### config.mk
export PLATFORM = sky130hd
export DESIGN_NAME = int_ctrl
export DESIGN_NICKNAME = d
export VERILOG_FILES = /design/src/rtl/int_ctrl_pkg.sv /design/src/rtl/clint_mtime.sv /design/src/rtl/int_ctrl.sv
export SDC_FILE = /design/constraint.sdc
export NUM_CORES = 1
export LEC_CHECK = 0
export CAP_MARGIN = 20
export CORE_MARGIN = 1.5
export CORE_UTILIZATION = 28
export CTS_BUF_LIST = sky130_fd_sc_hd__clkbuf_8
export DETAILED_ROUTE_END_ITERATION = 8
export HOLD_SLACK_MARGIN = 0.08
export PLACE_DENSITY_LB_ADDON = 0.3
export SETUP_SLACK_MARGIN = 0.05
export SLEW_MARGIN = 0
export SYNTH_ARGS = -nofsm -noshare
export SYNTH_HDL_FRONTEND = slang
export SYNTH_SLANG_ARGS = --single-unit
### constraint.sdc
create_clock -name clk -period 2.9 [get_ports clk]
set_clock_uncertainty 0.05 [all_clocks]
set_input_delay 0.29 -clock clk [delete_from_list [all_inputs] [get_ports clk]]
set_output_delay 0.29 -clock clk [all_outputs]
set_load 0.01 [all_outputs]
### src/rtl/int_ctrl_pkg.sv
// Shared constants for the machine-level interrupt controller: bus map, mip bit
// positions, cause codes and FSM states.
package int_ctrl_pkg;

    localparam logic [2:0] AddrMtimeLo    = 3'd0;
    localparam logic [2:0] AddrMtimeHi    = 3'd1;
    localparam logic [2:0] AddrMtimecmpLo = 3'd2;
    localparam logic [2:0] AddrMtimecmpHi = 3'd3;
    localparam logic [2:0] AddrMsip       = 3'd4;
    localparam logic [2:0] AddrExtClaim   = 3'd5;

    localparam int unsigned MipMsiBit = 3;
    localparam int unsigned MipMtiBit = 7;
    localparam int unsigned MipMeiBit = 11;

    localparam logic [4:0] CauseMsi = 5'd3;
    localparam logic [4:0] CauseMti = 5'd7;
    localparam logic [4:0] CauseMei = 5'd11;

    typedef enum logic {
        StIdle,
        StTaken
    } state_e;

    // Fixed priority MEI > MSI > MTI; only called when some source is pending.
    function automatic logic [4:0] cause_sel(input logic mei, input logic msi);
        if (mei) begin
            return CauseMei;
        end else if (msi) begin
            return CauseMsi;
        end
        return CauseMti;
    endfunction

endpackage

### src/rtl/clint_mtime.sv
// CLINT-style 64-bit free-running mtime with mtimecmp, half-word bus writes and
// the unsigned compare that produces MTIP.
module clint_mtime
    import int_ctrl_pkg::*;
(
    input  logic        clk,
    input  logic        reset_n,
    input  logic        wr_en_i,
    input  logic [2:0]  addr_i,
    input  logic [31:0] wdata_i,
    output logic        mtip_o,
    output logic [31:0] rdata_o
);

    logic [63:0] mtime_q, mtime_d;
    logic [63:0] mtimecmp_q, mtimecmp_d;

    always_ff @(posedge clk or negedge reset_n) begin
        if (!reset_n) begin
            mtime_q    <= '0;
            mtimecmp_q <= '1;
        end else begin
            mtime_q    <= mtime_d;
            mtimecmp_q <= mtimecmp_d;
        end
    end

    // A write to either mtime half freezes the whole counter for that cycle.
    always_comb begin
        mtime_d    = mtime_q + 64'd1;
        mtimecmp_d = mtimecmp_q;
        if (wr_en_i) begin
            case (addr_i)
                AddrMtimeLo:    mtime_d = {mtime_q[63:32], wdata_i};
                AddrMtimeHi:    mtime_d = {wdata_i, mtime_q[31:0]};
                AddrMtimecmpLo: mtimecmp_d = {mtimecmp_q[63:32], wdata_i};
                AddrMtimecmpHi: mtimecmp_d = {wdata_i, mtimecmp_q[31:0]};
                default:        ;
            endcase
        end
    end

    always_comb begin
        case (addr_i)
            AddrMtimeLo:    rdata_o = mtime_q[31:0];
            AddrMtimeHi:    rdata_o = mtime_q[63:32];
            AddrMtimecmpLo: rdata_o = mtimecmp_q[31:0];
            AddrMtimecmpHi: rdata_o = mtimecmp_q[63:32];
            default:        rdata_o = '0;
        endcase
    end

    assign mtip_o = (mtime_q >= mtimecmp_q);

endmodule

### src/rtl/int_ctrl.sv
// Machine-level interrupt controller: timer, msip, external capture, mip image and
// take FSM. Define INT_CTRL_EXT_SYNC_EN to add a two-flop synchronizer on ext_irq.
module int_ctrl
    import int_ctrl_pkg::*;
#(
    parameter int unsigned NUM_EXT = 4
) (
    input  logic               clk,
    input  logic               reset_n,
    input  logic               bus_sel,
    input  logic               bus_we,
    input  logic [2:0]         bus_addr,
    input  logic [31:0]        bus_wdata,
    output logic [31:0]        bus_rdata,
    input  logic [NUM_EXT-1:0] ext_irq,
    input  logic [31:0]        mie,
    input  logic               MIE,
    input  logic               stall,
    input  logic               mret,
    output logic [31:0]        mip_out,
    output logic               int_action,
    output logic [4:0]         int_code,
    output logic               hw_int,
    output logic               timer_irq
);

    logic               wr_en;
    logic               mtip;
    logic [31:0]        mtime_rdata;
    logic               msip_q, msip_d;
    logic [NUM_EXT-1:0] ext_cap_q;
    logic [31:0]        ext_claim;
    logic [31:0]        mip_q, mip_d;
    logic [31:0]        pend;
    logic               take_req;
    state_e             state_q, state_d;
    logic               int_action_q, int_action_d;
    logic [4:0]         int_code_q, int_code_d;
    logic               hw_int_q, hw_int_d;

    assign wr_en = bus_sel & bus_we;

    clint_mtime u_clint_mtime (
        .clk     (clk),
        .reset_n (reset_n),
        .wr_en_i (wr_en),
        .addr_i  (bus_addr),
        .wdata_i (bus_wdata),
        .mtip_o  (mtip),
        .rdata_o (mtime_rdata)
    );

    assign msip_d = (wr_en && bus_addr == AddrMsip) ? bus_wdata[0] : msip_q;

`ifdef INT_CTRL_EXT_SYNC_EN
    logic [NUM_EXT-1:0] ext_meta_q;

    always_ff @(posedge clk or negedge reset_n) begin
        if (!reset_n) begin
            ext_meta_q <= '0;
            ext_cap_q  <= '0;
        end else begin
            ext_meta_q <= ext_irq;
            ext_cap_q  <= ext_meta_q;
        end
    end
`else
    always_ff @(posedge clk or negedge reset_n) begin
        if (!reset_n) begin
            ext_cap_q <= '0;
        end else begin
            ext_cap_q <= ext_irq;
        end
    end
`endif

    // Scan downwards so the lowest-index active line wins.
    always_comb begin
        ext_claim = '0;
        for (int i = int'(NUM_EXT) - 1; i >= 0; i--) begin
            if (ext_cap_q[i]) begin
                ext_claim = {1'b1, 27'b0, i[3:0]};
            end
        end
    end

    always_comb begin
        mip_d            = '0;
        mip_d[MipMsiBit] = msip_q;
        mip_d[MipMtiBit] = mtip;
        mip_d[MipMeiBit] = |ext_cap_q;
    end

    always_comb begin
        case (bus_addr)
            AddrMtimeLo, AddrMtimeHi,
            AddrMtimecmpLo, AddrMtimecmpHi: bus_rdata = mtime_rdata;
            AddrMsip:                       bus_rdata = {31'b0, msip_q};
            AddrExtClaim:                   bus_rdata = ext_claim;
            default:                        bus_rdata = '0;
        endcase
    end

    always_ff @(posedge clk or negedge reset_n) begin
        if (!reset_n) begin
            msip_q <= 1'b0;
            mip_q  <= '0;
        end else begin
            msip_q <= msip_d;
            mip_q  <= mip_d;
        end
    end

    // Decision uses registered mip only, so a same-cycle bus write is seen a cycle later.
    assign pend     = mip_q & mie;
    assign take_req = MIE && (|pend) && !stall;

    always_ff @(posedge clk or negedge reset_n) begin
        if (!reset_n) begin
            state_q      <= StIdle;
            int_action_q <= 1'b0;
            int_code_q   <= '0;
            hw_int_q     <= 1'b0;
        end else begin
            state_q      <= state_d;
            int_action_q <= int_action_d;
            int_code_q   <= int_code_d;
            hw_int_q     <= hw_int_d;
        end
    end

    always_comb begin
        state_d = state_q;
        unique case (state_q)
            StIdle:  if (take_req) state_d = StTaken;
            StTaken: if (mret) state_d = StIdle;
            default: state_d = StIdle;
        endcase
    end

    always_comb begin
        int_action_d = 1'b0;
        int_code_d   = int_code_q;
        hw_int_d     = hw_int_q;
        if (state_q == StIdle && take_req) begin
            int_action_d = 1'b1;
            int_code_d   = cause_sel(pend[MipMeiBit], pend[MipMsiBit]);
            hw_int_d     = 1'b1;
        end
    end

    assign mip_out    = mip_q;
    assign int_action = int_action_q;
    assign int_code   = int_code_q;
    assign hw_int     = hw_int_q;
    assign timer_irq  = mip_q[MipMtiBit];

endmodule

# Word-level counts from Yosys, hierarchy flattened
# Cells that the tools add are included.
[word_totals] word_cells=55 regBits=144 out_inout_bits=72
[classes] n_bitwise=5 n_lt_le_gt_ge=1 reduce_logical=11 add_sub_neg=1 mux=19 n_eq_ne=7
[op_table] cell="$pmux W64 S2" count=2
[op_table] cell="$mux W32" count=4
[op_table] cell="$pmux W32 S4" count=1
[op_table] cell="$pmux W32 S3" count=1
[op_table] cell="$add A64 B1 Y64 const B" count=1
[op_table] cell="$ge A64 B64 Y1" count=1
[op_table] cell="$mux W64" count=1
[op_table] cell="$and A12 B32 Y32" count=1
[op_table] cell="$reduce_or A32 Y1" count=1
[op_table] cell="$mux W5" count=3
[op_table] cell="$reduce_or A4 Y1" count=2
[op_table] cell="$eq A3 B2 Y1 const B" count=2
[op_table] cell="$eq A3 B3 Y1 const B" count=2
[op_table] cell="$mux W1" count=6
[op_table] cell="$reduce_and A3 Y1" count=2
[op_table] cell="$logic_and A1 B1 Y1" count=4
[op_table] cell="$ne A2 B2 Y1 const B" count=2
[op_table] cell="$eq A3 B1 Y1 const B" count=1
[op_table] cell="$logic_not A3 Y1" count=1
[op_table] cell="$not A1 Y1" count=3
[op_table] cell="$pmux W1 S2" count=1
[op_table] cell="$and A1 B1 Y1" count=1
[op_table] cell="$logic_not A1 Y1" count=1

# Logic depth before layout (Yosys ltp)
[logic_depth] word_depth=7 ltp_mapped=9

# Modules after synthesis
# From an unflattened synthesis, not the netlist that was laid out.
[unflattened] cells_unflattened=1074 hier_area_um2=9594.2
[by_module_without_submodules] module="clint_mtime" cells_per_inst=961 n_inst=1 area_each_um2=8609.5
[by_module_without_submodules] module="int_ctrl" cells_per_inst=113 n_inst=1 area_each_um2=984.7

# Least setup slack after synthesis
# No wires, ideal clock.
[synth_timing] kind="flip-flop to flip-flop" start="register u_clint_mtime.mtime_q[12]" end="register u_clint_mtime.mtime_q[59]" synth_period_minus_slack_ps=2451 slack_ps=449 setup_ps=126 t_required_ps=2724 t_arrival_ps=2275 path_buffers=2 stages_incl_launch_ff=9 cell_sequence="dfrtp_1 buf_4 nand4_2 or4_4 buf_6 or3_4 nor4_2 o21ai_1 a221o_1"
[synth_between] elab_chain_cells=3
[synth_lines] item="start, declared" line_no="clint_mtime.sv:15" rtl="logic [63:0] mtime_q, mtime_d;"
[synth_lines] item="start signal, assigned" line_no="clint_mtime.sv:23" rtl="mtime_q <= mtime_d;"
[synth_lines] item="$add A64 B1 Y64 *" line_no="clint_mtime.sv:30" rtl="mtime_d = mtime_q + 64'd1;"
[synth_lines] item="$pmux W64 S2" line_no="clint_mtime.sv:33" rtl="case (addr_i)"
[synth_lines] item="$mux W64 *" line_no="clint_mtime.sv:32" rtl="if (wr_en_i) begin"
# Every way passes the cells marked *; elsewhere a longest branch is shown, timed or not.
# A chain may end at the register's enable or synchronous reset.

# Worst setup path in the final report
[layout_timing] start="input port bus_addr[0]" end="output port bus_rdata[17]"
[layout_between] elab_chain_cells=3
[layout_lines] item="start, declared" line_no="int_ctrl.sv:12" rtl="input logic [2:0] bus_addr,"
[layout_lines] item="$eq A3 B2 Y1, or another cell as far along" line_no="clint_mtime.sv:44, int_ctrl.sv:95"
[layout_lines] item="$pmux W32 S4 or $reduce_or A4 Y1 (tied branches)" line_no="clint_mtime.sv:44, int_ctrl.sv:95"
[layout_lines] item="$pmux W32 S3 *" line_no="int_ctrl.sv:95" rtl="case (bus_addr)"
[layout_lines] item="end, declared" line_no="int_ctrl.sv:14" rtl="output logic [31:0] bus_rdata,"
# Marks and branches as above.

==> impl_metrics.env <==
export IMPL_layout_cells_non_filler=1692
export IMPL_crit_path_end_kind="output port"
export IMPL_multi_input_area_mm2=0.005239
export IMPL_slew_headroom_pct=35.18
export IMPL_seq_area_mm2=0.003608
export IMPL_rows=67
export IMPL_finalSetupViolCount=0
export IMPL_yosys_cell_types_count=67
export IMPL_tightest_slew_ps=968.7
export IMPL_die_height_um=187.2
export IMPL_drv_cap=0
export IMPL_cts_path_max_buffers=2
export IMPL_grt_usage_pct=18.24
export IMPL_fin_area_mm2=0.01172
export IMPL_status="finished, final reports clean"
export IMPL_wirelength_mm=31.85
export IMPL_ant_nets=0
export IMPL_path_delay_family="buffers and inverters"
export IMPL_final_common_cell="nand2_1"
export IMPL_synth_ff_latch_count=141
export IMPL_async_reset_ff_share_pct=100.0
export IMPL_cts_root_buf="clkbuf_8"
export IMPL_core_area_mm2=0.03345
export IMPL_grt_first_pass_wirelength_mm=50.35
export IMPL_seq_area_frac_synth_pct=37.98
export IMPL_pre_cts_ws_ps=6.661
export IMPL_clock_power_share_pct=23.8
export IMPL_gp_congestion=0.8613
export IMPL_worstPathArrival_ps=2440
export IMPL_cts_tree="built"
export IMPL_p_switching_mw=2.949
export IMPL_syn_area_per_cell_um2=8.529
export IMPL_utilization_pct=35.05
export IMPL_leakage_nw=4.832
export IMPL_required_ps=2560
export IMPL_clk_pin_slew_ps=90
export IMPL_die_area_mm2=0.03505
export IMPL_syn_to_final_growth_pct=23.39
export IMPL_dpl_cell_area_mm2=0.01124
export IMPL_clock_sinks=141
export IMPL_slew_viol_final=0
export IMPL_holdWs_ps=200.7
export IMPL_synth_edf_count=0
export IMPL_crit_buf_inv=3
export IMPL_p_seq_share_pct=39.8
export IMPL_drt_pass1_iterations=5
export IMPL_fmax_ghz=0.3597
export IMPL_synthFlopType="dfrtp_1"
export IMPL_finalCritPeriodShare_pct=95.87
export IMPL_vdd_drop_max_mv=0.2527
export IMPL_fin_nets=1374
export IMPL_crit_fanout=16
export IMPL_cp_start_kind="input pin"
export IMPL_fin_ws_ps=119.7
export IMPL_power_density_mw_per_mm2=663.0
export IMPL_drc=0
export IMPL_wl_per_cell_um=18.83
export IMPL_p_int_mw=4.824
export IMPL_numCtsBuffers=17
export IMPL_io_buffer_count=90
export IMPL_netlist_instances=1114
export IMPL_grt_remaining_overflow=0
export IMPL_grt_pass1_vias=8731
export IMPL_final_hold_viol_count=0
export IMPL_clk_insertion_delay_late_ps=460
export IMPL_hpwl_mm=23.33
export IMPL_cts_htree_levels=4
export IMPL_criticalPathCategory="input pin to output port"
export IMPL_critPathSlowestCell="clkdlybuf4s50_1"
export IMPL_die_w_um=187.2
export IMPL_netlist_area_mm2=0.009502
export IMPL_cp_common_cell="clkdlybuf4s50_1"
export IMPL_dp_cells=1658
export IMPL_vias=9007
export IMPL_antenna_found_initial=1
export IMPL_fin_tns_setup_ps=0
export IMPL_drt_iter0_drc=550
export IMPL_io_pins=150
export IMPL_yosys_warnings=0
export IMPL_layout_drive_gt1_share_pct=16.08
export IMPL_rsz0062_at_grt="false"
export IMPL_n_fill_cell=3424
export IMPL_crit_chain="clkdlybuf4s50_1, nor3b_4, buf_4, a22o_1, a221o_1, clkdlybuf4s50_1"
export IMPL_finalPower_mw=7.773
export IMPL_start_util_pct=28.41
export IMPL_r2r_slack_ps=200
export IMPL_antennaDiodeCount=0
export IMPL_final_cell_mix="nand2_1 (137), o21ai_0 (116), clkdlybuf4s50_1 (87)"
export IMPL_cp_slowest_stage_delay_ps=640
export IMPL_grt_max_degree=76
export IMPL_via_per_inst=5.323
export IMPL_p_sw_share_pct=37.94
export IMPL_fin_crit_ps=2780
export IMPL_combPwrFrac_pct=36.4
export IMPL_hold_path_class="input pin to register"
-- Yosys cell counts (all sizes together), types with 3 or more instances --
cell    count  area (um^2)
a311oi      4        35.03
and4        6        52.55
nor2b       3        18.77
dfstp      64         1682
nor3       27        151.4
or4         4        33.78
clkbuf     58        217.7
and3       20        125.1
nor4b       3        41.29
or3         8        55.05
a32oi       3        26.28
o21ai     117        585.6
a22oi      13        97.59
o22a        6        52.55
ha         65        813.3
nor3b       4        30.03
a41oi       3        26.28
a211oi      6        45.04
o211a       3        30.03
nor2       56        210.2
dfrtp      77         1927
nand3b      3        22.52
a21oi      61        305.3
a221o      38        380.4
o22ai      13        81.33
inv        79        296.5
buf        42        300.3
nand2     137        514.2
a31oi      12        75.07
or2         4        25.03
mux2i       3        30.03
nand3      46        230.2
a22o       30        262.8
a221oi      3        26.28
a311o       3        30.03
o211ai      4        30.03
nand2b      4        25.02
nor4       13        93.84
nand4      38        244.0
o311ai     10        87.59
a21o        5        37.54
-- area by class of cell --
class / instances / share of cell area [%]
multi-input cells: 823 / 44.69
clock buffers: 17 / 1.996
inverters: 79 / 2.529
well taps: 448 / 4.781
flip-flops and latches: 141 / 30.78
repair buffers: 169 / 13.43
clock inverters: 15 / 1.804
-- power by group through the flow --
stage          clock network [mW]  logic, mW  registers [mW]
2_1_floorplan                   0       1.69            3.03
3_3_place_gp                    0       2.78            3.10
3_5_place_dp                    0       2.81            3.12
4_1_cts                      1.90       2.84            3.09
5_1_grt                      1.98       3.19            3.17
6_report                     1.85       2.83            3.10
-- sequential cells by signal (all words and copies together), names as in the netlist --
name and count:
ext_cap_q 4, int_action 1, int_code 3, mip_out 3, msip_q 1, state_q 1, u_clint_mtime.mtime_q 64, u_clint_mtime.mtimecmp_q 64
-- kinds of logic after synthesis --
family	Yosys count	synth area share (%)
flops	141	37.98
simple gates	379	19.96
other cells	1	0.03947
buf+inv	179	8.572
fa+ha+maj	65	8.559
compound gates	343	24.10
mux	6	0.7901
-- per-layer routing --
metal | GRT usage, % | vias to the layer above | wire length (um)
li1 | - | 4297 | -
met1 | 24.74 | 4407 | 14970
met2 | 29.67 | 265 | 14780
met3 | 3.358 | 36 | 1489
met4 | 4.994 | 2 | 607
met5 | 0 | - | 10
-- worst paths after layout --
kind / start / to / cells after the start
max in group asynchronous: reset_n / u_clint_mtime.mtimecmp_q[27]$_DFFE_PN1P_ / 3
min in group asynchronous: reset_n / u_clint_mtime.mtime_q[11]$_DFFE_PN0P_ / 2
worst min-delay path: ext_irq[3] / ext_cap_q[3]$_DFF_PN0_ / 1
worst max register to register: u_clint_mtime.mtimecmp_q[53]$_DFFE_PN1P_ / mip_out[7]$_DFF_PN0_ / 8
worst max-delay path: bus_addr[0] / bus_rdata[17] / 6
worst min register to register: msip_q$_DFFE_PN0P_ / mip_out[3]$_DFF_PN0_ / 0
-- repair_timing --
action / CTS / global route
endpoints found under the setup margin: 4 / 28
buffers inserted: 0 / 1
endpoints found under the hold margin: 42 / 0
gates resized for setup: 3 / 2
gates cloned: 0 / 0
pin swaps: 0 / 1
hold buffers: 1 / 0
(Power assumes the default switching activity.)
